## config.mk

```make
export PLATFORM = sky130hd
export DESIGN_NAME = hazard_ctrl
export DESIGN_NICKNAME = d
export VERILOG_FILES = /design/src/rtl/hazard_pkg.sv /design/src/rtl/forward_sel.sv /design/src/rtl/hazard_ctrl.sv
export SDC_FILE = /design/constraint.sdc
export NUM_CORES = 1
export LEC_CHECK = 0
export CAP_MARGIN = 20
export CORE_ASPECT_RATIO = 0.7
export CORE_MARGIN = 4
export CORE_UTILIZATION = 45
export CTS_BUF_LIST = sky130_fd_sc_hd__clkbuf_4 sky130_fd_sc_hd__clkbuf_8 sky130_fd_sc_hd__clkbuf_16
export DETAILED_ROUTE_END_ITERATION = 10
export GPL_ROUTABILITY_DRIVEN = 0
export PLACE_DENSITY = 0.78
export RECOVER_POWER = 100
export SETUP_SLACK_MARGIN = 0.2
export SLEW_MARGIN = 40
export SYNTH_ARGS = -nofsm -noshare
export SYNTH_HDL_FRONTEND = slang
export SYNTH_HIERARCHICAL = 1
export SYNTH_SLANG_ARGS = --single-unit
```

## constraint.sdc

```tcl
create_clock -name clk -period 2.7 [get_ports clk]
set_clock_uncertainty 0.2 [all_clocks]
set_input_delay 0.27 -clock clk [delete_from_list [all_inputs] [get_ports clk]]
set_output_delay 0.27 -clock clk [all_outputs]
set_load 0.005 [all_outputs]
```

## src/rtl/hazard_pkg.sv

```systemverilog
// hazard_pkg: shared FSM state type and encodings for the pipeline hazard controller
package hazard_pkg;
  typedef enum logic [1:0] {INIT, RUN, MEM_WAIT} state_t;
  localparam logic [1:0] FWD_RF = 2'b00;
  localparam logic [1:0] FWD_W = 2'b01;
  localparam logic [1:0] FWD_M = 2'b10;
  localparam logic [1:0] RESULT_SRC_LOAD = 2'b01;
endpackage

```

## src/rtl/forward_sel.sv

```systemverilog
// forward_sel: picks the E-stage operand source for rs_i (in: rs_i, rd_m_i, rd_w_i, reg_write_m_i, reg_write_w_i; out: fwd_o = 10 M, 01 W, 00 regfile)
module forward_sel
  import hazard_pkg::*;
(
  input  logic [4:0] rs_i,
  input  logic [4:0] rd_m_i,
  input  logic [4:0] rd_w_i,
  input  logic       reg_write_m_i,
  input  logic       reg_write_w_i,
  output logic [1:0] fwd_o
);
  logic hit_m, hit_w;
  always_comb begin
    hit_m = reg_write_m_i && rd_m_i != 5'd0 && rd_m_i == rs_i;
    hit_w = reg_write_w_i && rd_w_i != 5'd0 && rd_w_i == rs_i;
    fwd_o = hit_m ? FWD_M : hit_w ? FWD_W : FWD_RF;
  end
endmodule

```

## src/rtl/hazard_ctrl.sv

```systemverilog
// hazard_ctrl: five-stage pipeline hazard control (in: D/E/M/W reg ids, load/branch/memory handshake; out: stage stalls/flushes, E forwarding selects, saturating stall/flush counters)
module hazard_ctrl
  import hazard_pkg::*;
#(
  parameter int DATA_WIDTH = 32,
  parameter int RESET_FLUSH_CYCLES = 3
) (
  input  logic                  clk,
  input  logic                  rst_n,
  input  logic [4:0]            Rs1D,
  input  logic [4:0]            Rs2D,
  input  logic [4:0]            Rs1E,
  input  logic [4:0]            Rs2E,
  input  logic [4:0]            RdE,
  input  logic [1:0]            ResultSrcE,
  input  logic                  PCSrcE,
  input  logic [4:0]            RdM,
  input  logic [4:0]            RdW,
  input  logic                  RegWriteM,
  input  logic                  RegWriteW,
  input  logic                  DataMemReqM,
  input  logic                  DataMemReadyM,
  output logic                  StallF,
  output logic                  StallD,
  output logic                  StallE,
  output logic                  StallM,
  output logic                  FlushD,
  output logic                  FlushE,
  output logic                  FlushW,
  output logic [1:0]            ForwardAE,
  output logic [1:0]            ForwardBE,
  output logic [DATA_WIDTH-1:0] StallCount,
  output logic [DATA_WIDTH-1:0] FlushCount
);
  localparam int CW = $clog2(RESET_FLUSH_CYCLES + 1);
  state_t state_q, state_d;
  logic [CW-1:0] cnt_q, cnt_d;
  logic [DATA_WIDTH-1:0] stall_cnt_q, stall_cnt_d, flush_cnt_q, flush_cnt_d;
  logic in_init, mem_stall, lw_hit, br, lw;
  forward_sel u_fwd_a (
    .rs_i(Rs1E), .rd_m_i(RdM), .rd_w_i(RdW),
    .reg_write_m_i(RegWriteM), .reg_write_w_i(RegWriteW), .fwd_o(ForwardAE)
  );
  forward_sel u_fwd_b (
    .rs_i(Rs2E), .rd_m_i(RdM), .rd_w_i(RdW),
    .reg_write_m_i(RegWriteM), .reg_write_w_i(RegWriteW), .fwd_o(ForwardBE)
  );
  always_comb begin
    in_init = state_q == INIT;
    mem_stall = (state_q == RUN && DataMemReqM && !DataMemReadyM) ||
                (state_q == MEM_WAIT && !DataMemReadyM);
    lw_hit = ResultSrcE == RESULT_SRC_LOAD && RdE != 5'd0 && (RdE == Rs1D || RdE == Rs2D);
    br = !in_init && !mem_stall && PCSrcE;
    lw = !in_init && !mem_stall && !PCSrcE && lw_hit;
    StallF = in_init || mem_stall || lw;
    StallD = mem_stall || lw;
    StallE = mem_stall;
    StallM = mem_stall;
    FlushD = in_init || br;
    FlushE = in_init || br || lw;
    FlushW = in_init || mem_stall;
    state_d = in_init ? (cnt_q == CW'(1) ? RUN : INIT) : (mem_stall ? MEM_WAIT : RUN);
    cnt_d = (in_init && cnt_q != CW'(1)) ? cnt_q - CW'(1) : cnt_q;
    stall_cnt_d = (!in_init && StallF && !(&stall_cnt_q)) ? stall_cnt_q + DATA_WIDTH'(1) : stall_cnt_q;
    flush_cnt_d = (br && !(&flush_cnt_q)) ? flush_cnt_q + DATA_WIDTH'(1) : flush_cnt_q;
  end
  always_ff @(posedge clk or negedge rst_n) begin
    if (!rst_n) begin
      state_q <= INIT;
      cnt_q <= CW'(RESET_FLUSH_CYCLES);
      stall_cnt_q <= '0;
      flush_cnt_q <= '0;
    end else begin
      state_q <= state_d;
      cnt_q <= cnt_d;
      stall_cnt_q <= stall_cnt_d;
      flush_cnt_q <= flush_cnt_d;
    end
  end
  assign StallCount = stall_cnt_q;
  assign FlushCount = flush_cnt_q;
endmodule

```

==> results of run 1 <==
==> report_power, final <==
group          internal, mW  switching, mW
sequential             1.13          0.111
clock                 0.831          0.445
combinational         0.393          0.345
==> through the flow <==
stage | area [sq um] | setup slack, ns | utilization | hold slack [ns]
after floorplan | 3787 | 0.3161 | - | -0.2256
after global placement | 5171 | -0.04770 | 0.6432 | 0.1153
after detailed placement | 5171 | -0.05790 | 0.6432 | 0.1261
after CTS | 5505 | 0.1675 | 0.6847 | 0.2890
after global routing | 5520 | 0.1031 | 0.6866 | 0.2948
final | 5520 | 0.1542 | 0.6866 | 0.2797
==> cell families (layout without fill, tap and decap cells) <==
group / count (synthesis) / in the layout / share of synthesized area
buffers and inverters: 18 / 162 / 0.02478
AOI/OAI and AO/OA: 24 / 24 / 0.05088
DFF: 68 / 68 / 0.4499
xor gates and xnor gates: 86 / 86 / 0.1989
muxes: 3 / 3 / 0.01090
adders and majority gates: 3 / 3 / 0.009912
and+or+nand+nor: 175 / 175 / 0.2547
==> cells in the mapped netlist (all sizes together), types with 2 or more instances <==
cell type | count | area share
dfrtp | 66 | 0.44
xnor2 | 58 | 0.13
nand2 | 42 | 0.042
nand3 | 35 | 0.048
xor2 | 28 | 0.065
nor2 | 23 | 0.023
nand4 | 18 | 0.031
nor3 | 18 | 0.028
and3 | 8 | 0.013
inv | 8 | 0.0079
a21oi | 6 | 0.0079
and4 | 6 | 0.014
buf | 5 | 0.012
clkbuf | 5 | 0.0050
nor4 | 5 | 0.0099
or3 | 4 | 0.0073
a211oi | 3 | 0.0086
a31oi | 3 | 0.0066
ha | 3 | 0.0099
mux2 | 3 | 0.011
nand2b | 3 | 0.0050
o21ai | 3 | 0.0040
or4 | 3 | 0.0079
a21o | 2 | 0.0043
and2 | 2 | 0.0040
dfstp | 2 | 0.014
nor3b | 2 | 0.0053
o41ai | 2 | 0.0086
==> layout make-up <==
type | count | area share
Clock buffer | 10 | 0.04329
Clock inverter | 6 | 0.01587
Inverter | 8 | 0.005440
Multi-Input combinational cell | 291 | 0.3642
Sequential cell | 68 | 0.3087
Tap cell | 101 | 0.02289
Timing Repair Buffer | 138 | 0.2396
==> registers in the layout, summed over array words and instances (netlist names) <==
register	count
state_q	2
StallCount	32
FlushCount	32
cnt_q	2
==> per-layer routing <==
layer,up-vias,global-route usage,wire (um)
met4,0,0.04787,88
met5,-,0,0
li1,1599,-,-
met1,1607,0.2677,4605
met2,110,0.3123,4411
met3,10,0.07340,642
==> how the worst max path moves through the flow <==
stage / end / slack, ns / start / cells past startpoint
final: ForwardBE[0] / 0.15 / RdM[2] / 5
after global placement: StallD / -0.05 / RdE[1] / 6
after global routing: FlushD / 0.10 / state_q[1]$_DFF_PN0_ / 5
after CTS: StallD / 0.17 / RdE[2] / 6
after floorplan: StallCount[1]$_DFFE_PN0P_ / 0.32 / StallCount[7]$_DFFE_PN0P_ / 6
after detailed placement: StallD / -0.06 / RdE[1] / 6
==> repair_timing <==
action                                 4_1_cts  5_1_grt
setup endpoints to repair                    4       28
resized for setup                            6       18
hold buffers                                 1        0
endpoints found under the hold margin       66        0
setup buffers                                0        3
pin swaps                                    1        3
==> out/metrics.cfg, run 1 <==
[synthesis]
synth_edf_count = 0
avgSynthCellArea_sq_um = 10.05
ys_types = 52
ys_seq_area_frac = 0.4500
synth_nets = 424
yosys_warnings = 6
synth_seq_cells = 68
synthCells = 377
synth_flop_cell = dfrtp_1
synthArstFlopShare = 1.000
syn_area_sq_um = 3787

[sta]
drv_slew = 69
fmax_mhz = 392.8
setup_viol = 0
fin_crit_ns = 2.546
period_share = 0.9429
rsz0062_at_grt = yes
worstMarginPinSlew_ns = 1.525
tns_ns = 0
hold_viol_final = 0
max-slew-margin-rel = -0.01672

[cells_and_area]
multi_input_area_sq_um = 2011
final_nets = 563
mostFrequentLayoutCells = dfrtp_1, dlygate4sd3_1, xnor2_1
n_antenna_cell = 0
nFillCells = 646
fin_cells = 622
drive_above_1_share = 0.1056
area_delta_synth_final_pct = 45.75
regArea_sq_um = 1704

[setup_path]
path_cells = dlygate4sd3_1, o41ai_2, a211oi_2, nor3_2, clkdlybuf4s50_1
crit_fanout = 4
worstPathArrival_ns = 2.08
r2r_end = StallCount[15]$_DFFE_PN0P_
r2r_start = StallCount[7]$_DFFE_PN0P_
critPathLaunchType = input port
cp_data_required_time_ns = 2.23
worstSetupPathType = input port to output pin
critical-path-top-delay-family = buffers and inverters
rr_worst_depth = 7
cpPeakStageDelay_ns = 0.63
slowest_stage = dlygate4sd3_1
crit_buf_inv = 2
reg2reg_slack_ns = 0.23
end_kind = output pin

[power]
vdd_ir_drop_max_v = 0.0003980
power.leakage_nw = 2.568
power_density_nw_per_um2 = 588.8
total_power_mw = 3.251

[placement]
port_buffers = 118
hpwl_mm = 7.348
place_inst = 602

[drt]
via_per_inst = 5.347
drc = 0
drt_wl_total_mm = 9.748
vias = 3326
drt_iter0_markers = 153
ant_nets = 0
wl_per_cell_um = 15.67
dr.pass1.iters = 4

[die]
die_h_um = 84.76
row_count = 27
die_area_sq_um = 9971
core_area_sq_um = 8040
initial_core_util = 0.4711
fp.dieW_um = 117.7
io_pins = 119

[clock_tree]
clockBufferDepth = 2
cts_sinks = 68
ctsHtreeMaxLevel = 3
cts.clk_slew.worst_paths_ns = 0.05
worstSkewPairLatency_ns = 0.33
cts_made_buffers = 9
cts_root_buffer = clkbuf_16
cts_tree = done

[status]
status = complete, but fails checks
violations = capacitance limit, slew limit

[global_route]
grt_pass1_wl_mm = 16.40
grt_use_total = 0.2003
grt_antenna_before_repair = 0
grt_start_max_net_pins = 69
gr-total-overflow = 0
grt_pass1_vias = 3284

[worst_hold_path]
hp-class = flip-flop to flip-flop
holdPathStages = 1
hold_path_end = StallCount[6]$_DFFE_PN0P_
min-delay-start = StallCount[6]$_DFFE_PN0P_

[run]
cap_viol_max_count = 1

(Power assumes the default switching activity.)
==> run 2: changes to the inputs <==
--- a/config.mk
+++ b/config.mk
@@ -6,15 +6,18 @@
 export NUM_CORES = 1
 export LEC_CHECK = 0
 export CAP_MARGIN = 20
+export CELL_PAD_IN_SITES_DETAIL_PLACEMENT = 1
+export CELL_PAD_IN_SITES_GLOBAL_PLACEMENT = 1
 export CORE_ASPECT_RATIO = 0.7
 export CORE_MARGIN = 4
-export CORE_UTILIZATION = 45
+export CORE_UTILIZATION = 35
 export CTS_BUF_LIST = sky130_fd_sc_hd__clkbuf_4 sky130_fd_sc_hd__clkbuf_8 sky130_fd_sc_hd__clkbuf_16
 export DETAILED_ROUTE_END_ITERATION = 10
 export GPL_ROUTABILITY_DRIVEN = 0
-export PLACE_DENSITY = 0.78
+export PLACE_DENSITY_LB_ADDON = 0.1
 export RECOVER_POWER = 100
 export SETUP_SLACK_MARGIN = 0.2
+export SKIP_CTS_REPAIR_TIMING = 1
 export SLEW_MARGIN = 40
 export SYNTH_ARGS = -nofsm -noshare
 export SYNTH_HDL_FRONTEND = slang
==> constraint.sdc (replaced) <==
create_clock -name clk -period 2.5 [get_ports clk]
set_clock_uncertainty 0.2 [all_clocks]
set_input_delay 0.25 -clock clk [delete_from_list [all_inputs] [get_ports clk]]
set_output_delay 0.25 -clock clk [all_outputs]
set_load 0.005 [all_outputs]
==> run 2 against run 1 <==
Compared with the run above:
- the run now ends clean
- hold slack improved by 0.0094 ns
- clock power increased by 5%
- wire length increased by 23%
- critical path depth increased by 1
- clock-buffer cell count decreased by 1
- critical endpoint is now ForwardAE[0]
==> out/metrics.cfg, run 2 (same netlist as run 1, synthesis figures left out) <==
[sta]
hold_slack_ns = 0.2891  ; +0.009415 ns
setup_viol = 0  ; unchanged
drv_slew = 0  ; -100%
period_share = 0.9438
fin_crit_ns = 2.359
tns_ns = 0  ; unchanged
rsz0062_at_grt = yes
layout_setup_ws_ns = 0.1405  ; -0.01370 ns
fmax_mhz = 423.8
max-slew-margin-rel = 0.3638  ; +0.3805
hold_viol_final = 0  ; unchanged
worstMarginPinSlew_ns = 0.9543  ; -0.5707 ns

[drt]
vias = 3546  ; +6.6%
via_per_inst = 5.051  ; -5.5%
ant_nets = 0  ; unchanged
drc = 0  ; unchanged
drt_wl_total_mm = 12.02  ; +23%
dr.pass1.iters = 4  ; unchanged
wl_per_cell_um = 17.12  ; +9.2%
drt_iter0_markers = 130  ; -15%

[setup_path]
end_kind = output pin
worstSetupPathType = input port to output pin
cp_data_required_time_ns = 2.05  ; -0.18 ns
crit_fanout = 4  ; unchanged
worstPathArrival_ns = 1.91  ; -0.17 ns
critPathLaunchType = input port

[die]
row_count = 31  ; +15%
core_area_sq_um = 10430  ; +30%
die_h_um = 95.04  ; +12%
fp.dieW_um = 132.3  ; +12%
die_area_sq_um = 12580  ; +26%
io_pins = 119  ; unchanged
initial_core_util = 0.3630  ; -0.1081

[power]
combPwrFrac = 0.252  ; +0.025
swShare = 0.2874  ; +0.01006
power.leakage_nw = 2.968  ; +16%
internal_power_mw = 2.561  ; +9.0%
pwr-share-clk = 0.375  ; -0.018
vdd_ir_drop_max_v = 0.0003679  ; -7.6%
total_power_mw = 3.594  ; +11%
seq_power_share = 0.373  ; -0.007
power_density_nw_per_um2 = 595.0  ; +1.0%
switching_power_mw = 1.033  ; +15%

[run]
cap_viol_max_count = 0  ; -1

[placement]
post-place-ws_ns = -0.2504  ; -0.1925 ns
place_inst = 658  ; +9.3%
hpwl_mm = 8.666  ; +18%
placed_area_sq_um = 5410  ; +4.6%
port_buffers = 118  ; unchanged

[clock_tree]
ctsHtreeMaxLevel = 3  ; unchanged
cts_made_buffers = 9  ; unchanged
cts_root_buffer = clkbuf_16
worstSkewPairLatency_ns = 0.33  ; about the same
cts_tree = done
cts_sinks = 68  ; unchanged
cts.clk_slew.worst_paths_ns = 0.06  ; about the same
clockBufferDepth = 2  ; unchanged

[global_route]
gr-total-overflow = 0  ; unchanged
grt_use_total = 0.1842  ; -0.01611
grt_pass1_wl_mm = 18.69  ; +14%
grt_pass1_vias = 3588  ; +9.3%
grt_antenna_before_repair = 0  ; unchanged
grt_start_max_net_pins = 69  ; unchanged

[cells_and_area]
final_nets = 613  ; +8.9%
area_delta_synth_final_pct = 59.50
final_cell_area_sq_um = 6041  ; +9.4%
regArea_sq_um = 1705  ; about the same
final_common_cell = dfrtp_1
fin_cells = 702  ; +13%
n_antenna_cell = 0  ; unchanged
mostFrequentLayoutCells = dfrtp_1, xnor2_1, dlygate4sd3_1
fin_util = 0.5790  ; -0.1076
nFillCells = 1181  ; +83%
multi_input_area_sq_um = 2098  ; +4.4%
drive_above_1_share = 0.2070  ; +0.1015

[status]
status = completed

[worst_hold_path]
hp-class = flip-flop to flip-flop

## run 2: cell types whose count changed in the layout (fill, tap and decap cells not counted), sizes merged
| cell | change |
|---|---|
| buf | +39 |
| dlymetal6s2s | +16 |
| clkbuf | +11 |
| dlygate4sd3 | -8 |
| clkdlybuf4s50 | -7 |
| dlygate4sd2 | -5 |
| clkdlybuf4s25 | +3 |
| clkinv | +2 |
| clkinvlp | -2 |
## run 2: critical path, cell delays in order
cell	delay (ns)
clkdlybuf4s50_1	0.48
nor2_2	0.14
o41ai_2	0.08
a211oi_1	0.40
nor3_2	0.09
clkdlybuf4s50_1	0.46
## run 2: path summary, 6_finish.rpt
kind | from | endpoint | slack (ns) | depth (start not counted)
hold / removal | StallCount[6]$_DFFE_PN0P_ | StallCount[6]$_DFFE_PN0P_ | 0.29 | 1
setup / recovery | RdM[4] | ForwardAE[0] | 0.14 | 6
setup reg to reg | StallCount[21]$_DFFE_PN0P_ | StallCount[1]$_DFFE_PN0P_ | 0.17 | 5
max in group asynchronous | rst_n | StallCount[9]$_DFFE_PN0P_ | 0.91 | 3
hold reg to reg | StallCount[6]$_DFFE_PN0P_ | StallCount[6]$_DFFE_PN0P_ | 0.29 | 1
min in group asynchronous | rst_n | FlushCount[24]$_DFFE_PN0P_ | 0.49 | 3
## run 2: cell type report
class,instances,area share
clock inverter,6,0.01491
sequential,68,0.2823
tap,132,0.02734
multi-input combinational,291,0.3473
timing repair buffer,188,0.2858
clock buffer,9,0.03728
inverter,8,0.004971
## run 2: metal layers
metal	up-vias	GRT usage	part of all wire
met3	5	0.05749	0.050
met4	0	0.04152	0.0056
li1	1700	-	-
met5	-	0	0
met1	1748	0.2484	0.48
met2	93	0.2937	0.47
## run 2: power groups by stage
stage	logic [mW]	registers, mW	clock network, mW
2_1_floorplan	0.361	1.34	0
3_3_place_gp	0.860	1.34	0
3_5_place_dp	0.890	1.35	0
4_1_cts	0.898	1.34	1.38
5_1_grt	0.995	1.37	1.44
6_report	0.906	1.34	1.35
